$ cat src/rtl/tnn_cls_scheduler.sv
// rtl/tnn_cls_scheduler.sv - round-robin sharing of one combinational TNN classifier
// Winning features are held for SETTLE_CYC cycles so the classifier can be a multicycle path.
module tnn_cls_scheduler #(
  parameter int N_REQ      = 4,
  parameter int ID_W       = 2,
  parameter int SETTLE_CYC = 2,
  parameter int CNT_W      = 16
) (
  input  logic                  clk,
  input  logic                  rst_n,
  input  logic [N_REQ-1:0]      req_valid,
  output logic [N_REQ-1:0]      req_ready,
  input  logic [N_REQ*12-1:0]   req_data,
  output logic [11:0]           cls_features,
  input  logic                  cls_result,
  output logic                  rsp_valid,
  input  logic                  rsp_ready,
  output logic [ID_W-1:0]       rsp_id,
  output logic                  rsp_class,
  input  logic                  stat_clear,
  output logic [CNT_W-1:0]      stat_total,
  output logic [CNT_W-1:0]      stat_pos
);

  typedef enum logic [1:0] {
    IDLE = 2'd0,
    EVAL = 2'd1,
    RESP = 2'd2
  } state_t;

  state_t            state_q, state_d;
  logic [3:0]        cnt_q, cnt_d;
  logic [ID_W-1:0]   last_q, last_d;
  logic [11:0]       feat_q, feat_d;
  logic [ID_W-1:0]   rid_q, rid_d;
  logic              rcls_q, rcls_d;
  logic              rvalid_q, rvalid_d;
  logic [CNT_W-1:0]  tot_q, tot_d;
  logic [CNT_W-1:0]  pos_q, pos_d;

  logic              hi_any, lo_any, gnt_any;
  logic [ID_W-1:0]   hi_idx, lo_idx, gnt_idx;
  logic [11:0]       gnt_data;
  logic              handshake;

  // Circular search from last_q+1: prefer the lowest valid index above last_q, else wrap to the lowest overall.
  always_comb begin
    hi_any = 1'b0;
    hi_idx = '0;
    lo_any = 1'b0;
    lo_idx = '0;
    for (int i = N_REQ - 1; i >= 0; i--) begin
      if (req_valid[i]) begin
        lo_any = 1'b1;
        lo_idx = ID_W'(i);
        if (ID_W'(i) > last_q) begin
          hi_any = 1'b1;
          hi_idx = ID_W'(i);
        end
      end
    end
    gnt_any = hi_any | lo_any;
    gnt_idx = hi_any ? hi_idx : lo_idx;
  end

  always_comb begin
    gnt_data = '0;
    for (int i = 0; i < N_REQ; i++) begin
      if (ID_W'(i) == gnt_idx) begin
        gnt_data = req_data[i*12 +: 12];
      end
    end
  end

  always_comb begin
    req_ready = '0;
    if (rst_n && (state_q == IDLE) && gnt_any) begin
      req_ready = N_REQ'(1) << gnt_idx;
    end
  end

  always_comb begin
    state_d   = state_q;
    cnt_d     = cnt_q;
    last_d    = last_q;
    feat_d    = feat_q;
    rid_d     = rid_q;
    rcls_d    = rcls_q;
    rvalid_d  = rvalid_q;
    tot_d     = tot_q;
    pos_d     = pos_q;
    handshake = 1'b0;
    case (state_q)
      IDLE: begin
        if (gnt_any) begin
          feat_d  = gnt_data;
          rid_d   = gnt_idx;
          last_d  = gnt_idx;
          cnt_d   = 4'(SETTLE_CYC - 1);
          state_d = EVAL;
        end
      end
      EVAL: begin
        if (cnt_q == 4'd0) begin
          rcls_d   = cls_result;
          rvalid_d = 1'b1;
          state_d  = RESP;
        end else begin
          cnt_d = cnt_q - 4'd1;
        end
      end
      RESP: begin
        if (rsp_ready) begin
          rvalid_d  = 1'b0;
          handshake = 1'b1;
          state_d   = IDLE;
        end
      end
      default: state_d = IDLE;
    endcase

    // Clear has priority so a coincident handshake is dropped from the statistics.
    if (stat_clear) begin
      tot_d = '0;
      pos_d = '0;
    end else if (handshake) begin
      if (tot_q != {CNT_W{1'b1}}) begin
        tot_d = tot_q + CNT_W'(1);
      end
      if (rcls_q && (pos_q != {CNT_W{1'b1}})) begin
        pos_d = pos_q + CNT_W'(1);
      end
    end
  end

  always_ff @(posedge clk) begin
    if (!rst_n) begin
      state_q  <= IDLE;
      cnt_q    <= '0;
      last_q   <= ID_W'(N_REQ - 1);
      feat_q   <= '0;
      rid_q    <= '0;
      rcls_q   <= 1'b0;
      rvalid_q <= 1'b0;
      tot_q    <= '0;
      pos_q    <= '0;
    end else begin
      state_q  <= state_d;
      cnt_q    <= cnt_d;
      last_q   <= last_d;
      feat_q   <= feat_d;
      rid_q    <= rid_d;
      rcls_q   <= rcls_d;
      rvalid_q <= rvalid_d;
      tot_q    <= tot_d;
      pos_q    <= pos_d;
    end
  end

  assign cls_features = feat_q;
  assign rsp_valid    = rvalid_q;
  assign rsp_id       = rid_q;
  assign rsp_class    = rcls_q;
  assign stat_total   = tot_q;
  assign stat_pos     = pos_q;

endmodule

$ cat config.mk
export PLATFORM = sky130hd
export DESIGN_NAME = tnn_cls_scheduler
export DESIGN_NICKNAME = d
export VERILOG_FILES = /design/src/rtl/tnn_cls_scheduler.sv
export SDC_FILE = /design/constraint.sdc
export NUM_CORES = 1
export LEC_CHECK = 0
export ABC_AREA = 1
export CAP_MARGIN = 30
export CORE_UTILIZATION = 25
export CTS_BUF_LIST = sky130_fd_sc_hd__clkbuf_8
export CTS_CLUSTER_SIZE = 30
export DETAILED_ROUTE_END_ITERATION = 12
export GPL_ROUTABILITY_DRIVEN = 0
export HOLD_SLACK_MARGIN = 0.1
export PLACE_DENSITY = 0.62
export SLEW_MARGIN = 20
export SYNTH_ARGS = -nofsm -noshare
export SYNTH_HDL_FRONTEND = slang
export SYNTH_SLANG_ARGS = --single-unit
$ cat constraint.sdc
create_clock -name clk -period 1.6 [get_ports clk]
set_input_delay 0.32 -clock clk [delete_from_list [all_inputs] [get_ports clk]]
set_output_delay 0.32 -clock clk [all_outputs]
set_load 0.05 [all_outputs]
## Word-level counts from Yosys, hierarchy flattened

Cells that the tools add are included.

| storage, ports and cells | value |
|---|---|
| register bits | 56 |
| input bits | 57 |

| operators by class | value |
|---|---|
| bitwise gates (word level) | 2 |
| reduce and logical (&&, ||, !) cells | 16 |
| shift operators | 1 |
| equal/unequal tests | 11 |
| $lt $le $gt $ge | 4 |
| multiplexer cells | 42 |
| add/sub/neg operators | 3 |

Operators with widths:

| operator | number |
|---|---|
| 12-bit two-way mux | 4 |
| 16-bit by 1-bit adder with 16-bit output, second input constant | 2 |
| 2-bit two-way mux | 16 |
| 16-bit inequality test, second input constant | 2 |
| 1-bit two-way mux | 16 |
| 4-bit two-way mux | 3 |
| 3-bit AND reduction | 3 |
| 2-bit inequality test, second input constant | 4 |
| 4-bit case mux with 2 select lines | 1 |
| 2-bit AND reduction | 4 |
| 2-bit case mux with 3 select lines | 1 |
| 2-bit equality test, first input constant | 2 |
| 1-bit by 2-bit greater-than comparator with 1-bit output, first input constant | 2 |
| 2-bit greater-than comparator, first input constant | 2 |
| 2-bit zero test | 2 |
| 4-bit zero test | 1 |
| 2-bit nonzero test | 2 |
| 1-bit by 2-bit << shifter with 4-bit output, first input constant | 1 |
| 4-bit by 1-bit subtractor with 4-bit output, second input constant | 1 |
| 1-bit logical AND | 3 |
| 1-bit by 2-bit equality test with 1-bit output, first input constant | 1 |
| 2-bit by 1-bit equality test with 1-bit output, second input constant | 1 |
| 2-bit equality test, second input constant | 1 |
| 1-bit case mux with 2 select lines | 1 |
| other kinds (3) | 3 |

## Longest topological paths before layout

Gate-level depths: netlist (run 1).

| depth | value |
|---|---|
| depth after elaboration | 15 |
| depth in mapped cells | 12 |
| mapped depth without buffers | 11 |

## Worst setup path after synthesis (run 1)

No wires, ideal clock.

| timing path | value |
|---|---|
| path kind | reg2out |
| from | register last_q[1] |
| to | output req_ready[0] |
| data required time | 1.280 ns |
| slack | -0.842 ns |
| cell stages (with the launch flop) | 9 |
| data arrival time | 2.122 ns |
| cell sequence | dfxtp_1 > inv_1 > nand2_1 > nand2_1 > clkinv_1 > nand2_2 > nand2_4 > buf_4 > nor3_1 |

| on the way | value |
|---|---|
| cells in the longest elaborated chain, start to end | 12 |
| elaborated cells between the ends (all ways) | 25 |
| those cells by class | order compare (4); shift (1); mux (18); bitwise (1); reduce/logical (1) |

RTL lines:

| item | RTL line | RTL |
|---|---|---|
| from (decl) | 33 | `logic [ID_W-1:0] last_q, last_d;` |
| from (signal assigned) | 140 | `last_q <= ID_W'(N_REQ - 1);` |
| from (signal assigned) | 150 | `last_q <= last_d;` |
| 2-bit greater-than comparator | 56 | `if (ID_W'(i) > last_q) begin` |
| 2-bit two-way mux or 1-bit two-way mux (tied branches) | 56 |  |
| 2-bit two-way mux or 1-bit two-way mux (tied branches) | 53 | `if (req_valid[i]) begin` |
| 2-bit two-way mux or 1-bit two-way mux (tied branches) | 56 |  |
| 2-bit two-way mux or 1-bit two-way mux (tied branches) | 53 |  |
| 2-bit two-way mux or 1-bit two-way mux (tied branches) | 56 |  |
| 2-bit two-way mux or 1-bit two-way mux (tied branches) | 53 |  |
| 2-bit two-way mux or 1-bit two-way mux (tied branches) | 56 |  |
| 2-bit two-way mux or 1-bit two-way mux (tied branches) | 53 |  |
| 2-bit two-way mux or 1-bit bitwise OR (tied branches) | 63, 62 |  |
| 1-bit by 2-bit << shifter with 4-bit output or 1-bit logical AND (tied branches) | 78, 77 |  |
| 4-bit two-way mux * | 77 | `if (rst_n && (state_q == IDLE) && gnt_any) begin` |
| to (decl) | 12 | `output logic [N_REQ-1:0] req_ready,` |

Every way passes the cells marked *; elsewhere a longest branch is shown, timed or not.

## Worst setup path in the final report (run 1)

| timing path | value |
|---|---|
| from | register last_q[1] |
| to | output req_ready[1] |

The elaborated chain is that of the path after synthesis.

==> results.json, run 1 <==
{
  "wl_met2_um": 5140,
  "vdd_ir_drop_max_mv": 0.640,
  "antenna_found_initial": 0,
  "crit_type": "register to primary output",
  "worstSetupStartpointType": "register",
  "grt_max_degree": 27,
  "synthFlopType": "dfxtp_1",
  "path_max_fanout": 4,
  "yosysUniqueCellTypes": 33,
  "viasPerCell": 4.55,
  "gr-usage-all-layers": 0.156,
  "syn_inst": 514,
  "drt-met1-wl_um": 4470,
  "hold_path_startpoint": "rsp_valid",
  "dpl.cell_count": 832,
  "routed_wl_um": 10500,
  "r2r-end": "cls_features[1]",
  "synth_top_area_share": 0.338,
  "rsz0062_at_grt": "yes",
  "hold_ws_ns": 0.471,
  "dr.pass1.iters": 7,
  "cts_hold_buf": 0,
  "fin_nets": 741,
  "synth-seq-area-share": 0.338,
  "worstMarginPinSlew_ns": 0.354,
  "power.density_nw_per_um2": 856,
  "multi_input_area_um2": 2140,
  "failed_checks": "negative setup slack",
  "clk_pin_slew_worst_paths_ns": 0.10,
  "cts_buffers": 5,
  "rr_worst_depth": 10,
  "rrSetupSlack_ns": 0.08,
  "yosys_register_bits": 56,
  "nFillCells": 1268,
  "htree_levels": 2,
  "maxSlewViolCount": 0,
  "core_area_um2": 12800,
  "end_kind": "primary output",
  "min_period_ns": 1.96,
  "crit_family": "simple AND/OR/NAND/NOR gates",
  "vias": 3887,
  "initial_utilization": 0.259,
  "layout_setup_ws_ns": -0.357,
  "diodes": 0,
  "cts_buffer_depth": 2,
  "syn_nets": 574,
  "whs_path_depth": 2,
  "cp_slowest_cell": "dfxtp_4",
  "die_x_um": 117,
  "drive_gt1_frac": 0.320,
  "maxCapViolCount": 0,
  "drtAntennaViolNets": 0,
  "grt_pass1_vias": 3806,
  "min_to": "rsp_valid",
  "final_util": 0.446,
  "crit_arrival_ns": 1.64,
  "hp-class": "register to register",
  "yosys_warnings": 0,
  "met3_length_um": 698,
  "cts_tree": "yes",
  "clk-insertion-delay-late_ns": 0.32,
  "r2r_start": "last_q[1]",
  "p_leak_nw": 2.30,
  "synthToLayoutAreaGrowth_pct": 71.8,
  "period_share": 1.22,
  "num_rows": 41,
  "die_h_um": 117,
  "stdcell_count": 854,
  "max_stage_delay_ns": 0.38,
  "synth_area_leader_cell": "dfxtp_1",
  "status": "finished with violations",
  "netlist_top_cells_area": "dfxtp_1 (34%), nand2_1 (17%), nor2_1 (7.5%)",
  "drc": 0,
  "synth_edf_count": 0,
  "overflow": 0,
  "cp.buffers_inverters": 3,
  "syn_area_um2": 3310,
  "synthArstFlopShare": 0,
  "slew_headroom": 0.762,
  "port_buffers": 108,
  "fmax_mhz": 511,
  "hpwl_um": 8140,
  "die_area_um2": 13700,
  "yosysMostFrequentCell": "nand2_1",
  "cpMostUsedCell": "nor3_4",
  "cp_cell_sequence": "buf_6 -> nor3_4 -> nor2_4 -> nand2_4 -> inv_4 -> nor3_4 -> buf_12",
  "cts_sinks": 56,
  "io_pins": 109,
  "ctsRootBufferMaster": "clkbuf_8",
  "layout.area.seq_um2": 1180,
  "grt_pass1_wl_um": 17100,
  "synth_commonest_cells": "nand2_1 (150), nor2_1 (66), dfxtp_1 (56)",
  "finalSetupViolCount": 4,
  "dr.max_layer_used": "met4",
  "cp.required_ns": 1.28,
  "syn_avg_cell_area_um2": 6.45,
  "finalHoldViolCount": 0,
  "finalClockSkew_ns": 0.00777,
  "dr.first_iter.drc_count": 167,
  "routedWlPerCell_um": 12.3
}
==> worst reg2reg max path, cell delays in order (launching register included) <==
cell	delay, ns
dfxtp_4	0.38
buf_6	0.12
nor3_4	0.21
nor2_4	0.09
nand2_4	0.11
nand2_2	0.08
buf_4	0.16
nand2_8	0.08
nor2_1	0.05
nand2_1	0.07
nand3_1	0.07
==> cell type report <==
cell class,instances,share of cell area
Clock buffer,6,0.0145
Clock inverter,2,0.00198
Inverter,50,0.0351
Multi-Input combinational cell,396,0.376
Sequential cell,56,0.208
Tap cell,172,0.0378
Timing Repair Buffer,172,0.327
==> through the flow <==
step	worst slack [ns]	power (mW)	instance area [µm²]	setup TNS, ns
after global placement	-0.561	3.71	5340	-9.60
after global routing	-0.448	5.19	5700	-1.80
after CTS	-0.376	4.81	5600	-1.39
after floorplan	-0.159	2.94	3490	-0.504
final	-0.357	4.87	5700	-1.37
after detailed placement	-0.582	3.76	5340	-11.79
==> registers in the layout (all words and copies together), names as in the netlist <==
name          count
cnt_q             4
cls_features     12
state_q           2
rsp_valid         1
stat_total       16
last_q            2
rsp_id            2
stat_pos         16
rsp_class         1
==> layout by cell type, fill, tap and decap left out, types with 5 or more instances in the layout <==
cell type and n:
dfxtp_4 10, inv_1 42, nand2_4 5, dfxtp_2 21, nor2_1 59, a21oi_2 9, o21ai_0 18, buf_4 80
nor2_2 7, nand4_1 12, a21oi_1 28, buf_12 34, nand2_1 144, nor3_4 5, nor2_4 5, dfxtp_1 25
o21ai_2 7, nand3_1 44, xor2_1 13, nor3_1 12, clkdlybuf4s50_1 52, clkbuf_8 6, nand2_2 6
==> logic make-up after synthesis <==
group                    count (synthesis)  share of synthesized area
buffers and inverters                   62                     0.0796
adder cells (fa/ha/maj)                  3                     0.0113
AO/OA/AOI/OAI                           69                      0.122
AND/OR/NAND/NOR                        307                      0.404
XOR/XNOR                                17                     0.0449
flip-flops                              56                      0.338
==> worst max-delay path by stage <==
stage	cells past startpoint	endpoint	slack (ns)	startpoint
global placement	8	req_ready[0]	-0.56	req_valid[2]
floorplan	6	req_ready[1]	-0.16	last_q[1]
CTS	9	req_ready[0]	-0.38	last_q[1]
finish	7	req_ready[1]	-0.36	last_q[1]
detailed placement	8	req_ready[1]	-0.58	req_valid[2]
global route	7	req_ready[1]	-0.45	last_q[1]
==> timing repair <==
item | CTS | global route
setup buffers | 11 | 3
gates resized for setup | 27 | 24
endpoints found under the hold margin | 0 | 0
endpoints found under the setup margin | 18 | 41
pin swaps | 10 | 6
==> layer usage <==
layer  up-vias  track usage
met5         -            0
met4         0       0.0473
met3        16       0.0427
met2       115        0.282
met1      1761        0.179
li1       1995            -
==> power breakdown <==
group,switching [mW],internal (mW)
Sequential,0.121,1.55
Clock,0.475,0.347
Combinational,1.39,0.987
Total,1.99,2.89
(Power assumes the default switching activity.)
==> inputs of run 2 (changes only) <==
--- a/config.mk
+++ b/config.mk
@@ -5,7 +5,6 @@
 export SDC_FILE = /design/constraint.sdc
 export NUM_CORES = 1
 export LEC_CHECK = 0
-export ABC_AREA = 1
 export CAP_MARGIN = 30
 export CORE_UTILIZATION = 25
 export CTS_BUF_LIST = sky130_fd_sc_hd__clkbuf_8
@@ -18,3 +17,4 @@
 export SYNTH_ARGS = -nofsm -noshare
 export SYNTH_HDL_FRONTEND = slang
 export SYNTH_SLANG_ARGS = --single-unit
+export TNS_END_PERCENT = 5
==> results.json, run 2 <==
{
  "synth-seq-area-share": 0.357,
  "dpl.cell_count": 702,
  "p_leak_nw": 2.16,
  "worstMarginPinSlew_ns": 0.461,
  "cts_sinks": 56,
  "maxCapViolCount": 0,
  "syn_avg_cell_area_um2": 8.54,
  "period_share": 1.21,
  "clk-insertion-delay-late_ns": 0.32,
  "rrSetupSlack_ns": -0.07,
  "min_to": "rsp_valid",
  "rsz0062_at_grt": "yes",
  "met3_length_um": 537,
  "yosys_register_bits": 56,
  "max_stage_delay_ns": 0.41,
  "diodes": 0,
  "synthArstFlopShare": 0,
  "core_area_um2": 12100,
  "clk_pin_slew_worst_paths_ns": 0.11,
  "finalClockSkew_ns": 0.0144,
  "synth_commonest_cells": "dfxtp_1 (56), nor2_1 (45), o21ai_0 (31)",
  "synth_edf_count": 0,
  "syn_inst": 368,
  "dp_slack_ns": -0.608,
  "vdd_ir_drop_max_mv": 0.570,
  "mostFrequentLayoutCell": "buf_4",
  "cts_hold_buf": 0,
  "stdcell_count": 712,
  "synth_top_area_share": 0.357,
  "htree_levels": 2,
  "vias": 3338,
  "ctsRootBufferMaster": "clkbuf_8",
  "rr_worst_depth": 7,
  "cts_tree": "yes",
  "worstSetupStartpointType": "register",
  "final_cell_mix": "buf_4 (96), clkdlybuf4s50_1 (52), nor2_1 (44)",
  "drive_gt1_frac": 0.414,
  "whs_path_depth": 2,
  "die_h_um": 114,
  "grt_pass1_vias": 3398,
  "hp-class": "register to register",
  "routed_wl_um": 9710,
  "synthFlopType": "dfxtp_1",
  "drt-met1-wl_um": 4310,
  "dr.first_iter.drc_count": 169,
  "failed_checks": "negative setup slack",
  "synthToLayoutAreaGrowth_pct": 76.7,
  "r2r_start": "stat_total[0]",
  "gr-usage-all-layers": 0.154,
  "viasPerCell": 4.69,
  "finalHoldViolCount": 0,
  "end_kind": "primary output",
  "num_rows": 40,
  "layout_setup_ws_ns": -0.343,
  "dpl-instance-area_um2": 5250,
  "routedWlPerCell_um": 13.6,
  "path_max_fanout": 5,
  "grt_max_degree": 27,
  "io_pins": 109,
  "initial_utilization": 0.259,
  "die_area_um2": 13000,
  "drc": 0,
  "cp_slowest_cell": "or3b_4",
  "cts_buffer_depth": 2,
  "synth_area_leader_cell": "dfxtp_1",
  "finalSetupViolCount": 15,
  "cp.buffers_inverters": 2,
  "dr.pass1.iters": 4,
  "port_buffers": 108,
  "slew_headroom": 0.690,
  "crit_arrival_ns": 1.62,
  "hold_path_startpoint": "rsp_valid",
  "fin_nets": 603,
  "grt_pass1_wl_um": 16000,
  "hpwl_um": 7660,
  "syn_nets": 428,
  "crit_type": "register to primary output",
  "tns_ns": -1.70,
  "antenna_found_initial": 0,
  "cp_cell_sequence": "or3b_4 -> o311ai_4 -> inv_2 -> nand3_4 -> nor3_4 -> buf_12",
  "status": "finished with violations",
  "dr.max_layer_used": "met4",
  "stdcell_area_um2": 5550,
  "overflow": 0,
  "min_period_ns": 1.94,
  "power.density_nw_per_um2": 771,
  "syn_area_um2": 3140,
  "hold_ws_ns": 0.472,
  "netlist_top_cells_area": "dfxtp_1 (36%), nor2_1 (5.4%), o21ai_0 (4.9%)",
  "fmax_mhz": 515,
  "wl_met2_um": 4740,
  "drtAntennaViolNets": 0,
  "maxSlewViolCount": 0,
  "cp.required_ns": 1.28,
  "yosys_warnings": 0,
  "r2r-end": "stat_total[1]",
  "yosysUniqueCellTypes": 61,
  "crit_family": "simple AND/OR/NAND/NOR gates",
  "yosysMostFrequentCell": "dfxtp_1",
  "die_x_um": 114,
  "cts_buffers": 5
}
[run 2: cell families after synthesis]
family / share of synthesized area
AOI/OAI and AO/OA: 0.223
xor gates and xnor gates: 0.0836
adders and majority gates: 0.0119
buffers and inverters: 0.0418
DFF: 0.357
muxes: 0.0255
and+or+nand+nor: 0.257
[run 2: metrics by stage]
step / power (mW) / util
final: 4.28 / 0.458
after global routing: 4.49 / 0.458
after detailed placement: 3.24 / 0.433
after floorplan: 2.51 / -
after global placement: 3.22 / 0.433
after CTS: 4.26 / 0.452
[run 2: worst register-to-register path: stages (launching register included)]
cell	delay, ns
dfxtp_4	0.37
ha_4	0.13
inv_1	0.05
or4_4	0.47
buf_6	0.17
o21ai_4	0.15
mux2i_1	0.19
nor2_1	0.05
[run 2: metal layers]
| layer | GRT usage | vias to the layer above |
|---|---|---|
| met3 | 0.0355 | 11 |
| met1 | 0.188 | 1547 |
| met5 | 0 | - |
| met2 | 0.273 | 97 |
| met4 | 0.0398 | 0 |
| li1 | - | 1683 |
[run 2: repair_timing]
item,in CTS,in global routing
buffers inserted,1,1
gates cloned,0,0
endpoints found under the setup margin,42,44
pin swaps,17,7
resized for setup,36,18
[run 2: worst max-delay path by stage]
stage / end / from / cells past startpoint / slack, ns
CTS: req_ready[1] / last_q[0] / 5 / -0.33
finish: req_ready[3] / last_q[0] / 6 / -0.34
floorplan: stat_total[1] / stat_total[1] / 7 / -0.18
global route: req_ready[3] / last_q[0] / 6 / -0.39
global placement: req_ready[1] / req_valid[3] / 6 / -0.58
detailed placement: cls_features[4] / req_valid[1] / 7 / -0.61
[run 2: power breakdown]
| part | internal, mW | switching [mW] |
|---|---|---|
| logic | 0.792 | 0.934 |
| registers | 1.50 | 0.0867 |
| clock network | 0.465 | 0.499 |
[run 2: cell type report]
| cell class | count | area [µm²] |
|---|---|---|
| Clock buffer | 5 | 68.8 |
| Clock inverter | 3 | 42.5 |
| Timing Repair Buffer | 187 | 1930 |
| Tap cell | 168 | 210 |
| Sequential cell | 56 | 1180 |
| Inverter | 9 | 36.3 |
| Fill cell | 1166 | 6560 |
| Multi-Input combinational cell | 284 | 2090 |
==> inputs of run 3 (changes only) <==
--- a/config.mk
+++ b/config.mk
@@ -12,7 +12,6 @@
 export DETAILED_ROUTE_END_ITERATION = 12
 export GPL_ROUTABILITY_DRIVEN = 0
 export HOLD_SLACK_MARGIN = 0.1
-export PLACE_DENSITY = 0.62
 export SLEW_MARGIN = 20
 export SYNTH_ARGS = -nofsm -noshare
 export SYNTH_HDL_FRONTEND = slang
==> results.json, run 3 (synthesized netlist as in run 2, its figures left out) <==
{
  "initial_utilization": 0.259,
  "slew_headroom": 0.705,
  "cp_slowest_cell": "or3b_4",
  "core_area_um2": 12100,
  "finalSetupViolCount": 21,
  "clk_pin_slew_worst_paths_ns": 0.11,
  "use_met3": 0.0334,
  "drc": 0,
  "end_kind": "primary output",
  "clock_power_share": 0.198,
  "diodes": 0,
  "worstMarginPinSlew_ns": 0.441,
  "rsz0062_at_grt": "yes",
  "fmax_mhz": 520,
  "dr.pass1.iters": 4,
  "grt_pass1_wl_um": 16200,
  "gr-usage-met2": 0.268,
  "ctsRootBufferMaster": "clkbuf_8",
  "mostFrequentLayoutCell": "buf_4",
  "gr-usage-all-layers": 0.155,
  "grt_max_degree": 33,
  "dr.first_iter.drc_count": 206,
  "max_stage_delay_ns": 0.41,
  "maxSlewViolCount": 0,
  "power_frac_comb": 0.417,
  "crit_arrival_ns": 1.60,
  "cts_tree": "yes",
  "period_share": 1.20,
  "finalHoldViolCount": 0,
  "cts_sinks": 56,
  "clk-insertion-delay-late_ns": 0.32,
  "hpwl_um": 7440,
  "p_int_mw": 2.61,
  "grt.met1_usage": 0.194,
  "fin_nets": 600,
  "maxCapViolCount": 0,
  "hp-class": "register to register",
  "hold_ws_ns": 0.485,
  "worstSetupStartpointType": "register",
  "io_pins": 109,
  "layout_setup_ws_ns": -0.323,
  "p_leak_nw": 2.13,
  "synthToLayoutAreaGrowth_pct": 76.5,
  "p_switching_mw": 1.53,
  "grt.busiest_layer": "met2",
  "viasPerCell": 4.73,
  "drtAntennaViolNets": 0,
  "die_h_um": 114,
  "routedWlPerCell_um": 13.8,
  "die_x_um": 114,
  "vdd_ir_drop_max_mv": 0.576,
  "vias": 3354,
  "switching_share": 0.370,
  "port_buffers": 108,
  "final_cell_mix": "buf_4 (91), clkdlybuf4s50_1 (52), nor2_1 (43)",
  "cp.required_ns": 1.28,
  "cts_buffers": 5,
  "grt_pass1_vias": 3355,
  "path_max_fanout": 6,
  "die_area_um2": 13000,
  "cts_buffer_depth": 2,
  "finalClockSkew_ns": 0.0126,
  "cp_cell_sequence": "or3b_4 -> o311ai_4 -> inv_2 -> nand3_4 -> nor3_4 -> buf_12",
  "status": "finished with violations",
  "failed_checks": "negative setup slack",
  "min_period_ns": 1.92,
  "routed_wl_um": 9820,
  "overflow": 0,
  "cts_hold_buf": 0,
  "dpl.cell_count": 695,
  "tns_ns": -2.59,
  "crit_type": "register to primary output",
  "pwr-share-seq": 0.384,
  "drive_gt1_frac": 0.414,
  "stdcell_count": 709,
  "num_rows": 40,
  "htree_levels": 2,
  "power.density_nw_per_um2": 748,
  "antenna_found_initial": 0,
  "dp_slack_ns": -0.612
}
## run 3: path summary, 6_finish.rpt
| check | endpoint | slack (ns) | start | cells past startpoint |
|---|---|---|---|---|
| worst max-delay path | req_ready[3] | -0.32 | last_q[1] | 6 |
| worst min-delay path | rsp_valid | 0.49 | rsp_valid | 2 |
| worst max register to register | cls_features[3] | -0.24 | last_q[1] | 10 |
| worst min register to register | rsp_valid | 0.49 | rsp_valid | 2 |
## run 3: routing by layer
layer / part of all wire / vias up
met1: 0.45 / 1575
met3: 0.047 / 9
li1: - / 1676
met5: 0 / -
met2: 0.49 / 94
met4: 0.015 / 0
## run 3: power by group through the flow
stage               clock network (mW)  logic (mW)  registers, mW
floorplan                            0       0.653           1.86
global placement                     0        1.61           1.61
detailed placement                   0        1.63           1.61
CTS                              0.864        1.71           1.59
global route                     0.925        1.85           1.61
finish                           0.822        1.73           1.59
## run 3: worst max-delay path: cells and delay by family (launching register included)
family / cells / cell delay, ns
DFF: 1 / 0.38
and+or+nand+nor: 3 / 0.58
buffers and inverters: 2 / 0.24
AOI/OAI and AO/OA: 1 / 0.09
## run 3: per-stage QoR
| step | instance area, µm² | utilization | total power, mW |
|---|---|---|---|
| global route | 5550 | 0.458 | 4.38 |
| CTS | 5480 | 0.452 | 4.16 |
| finish | 5550 | 0.458 | 4.15 |
| floorplan | 3250 | - | 2.51 |
| global placement | 5230 | 0.432 | 3.22 |
| detailed placement | 5230 | 0.432 | 3.24 |
## run 3: layout make-up
class / count / area (µm²)
flip-flops and latches: 56 / 1180
repair buffers: 184 / 1930
fillers: 1163 / 6570
inverters: 9 / 33.8
clock buffers: 5 / 68.8
well taps: 168 / 210
clock inverters: 3 / 20.0
multi-input cells: 284 / 2100
## run 3: what timing repair did
item | in CTS | in global routing
setup buffers | 6 | 0
pin swaps | 15 | 3
cloned | 0 | 0
gates resized for setup | 33 | 20
setup endpoints to repair | 40 | 47
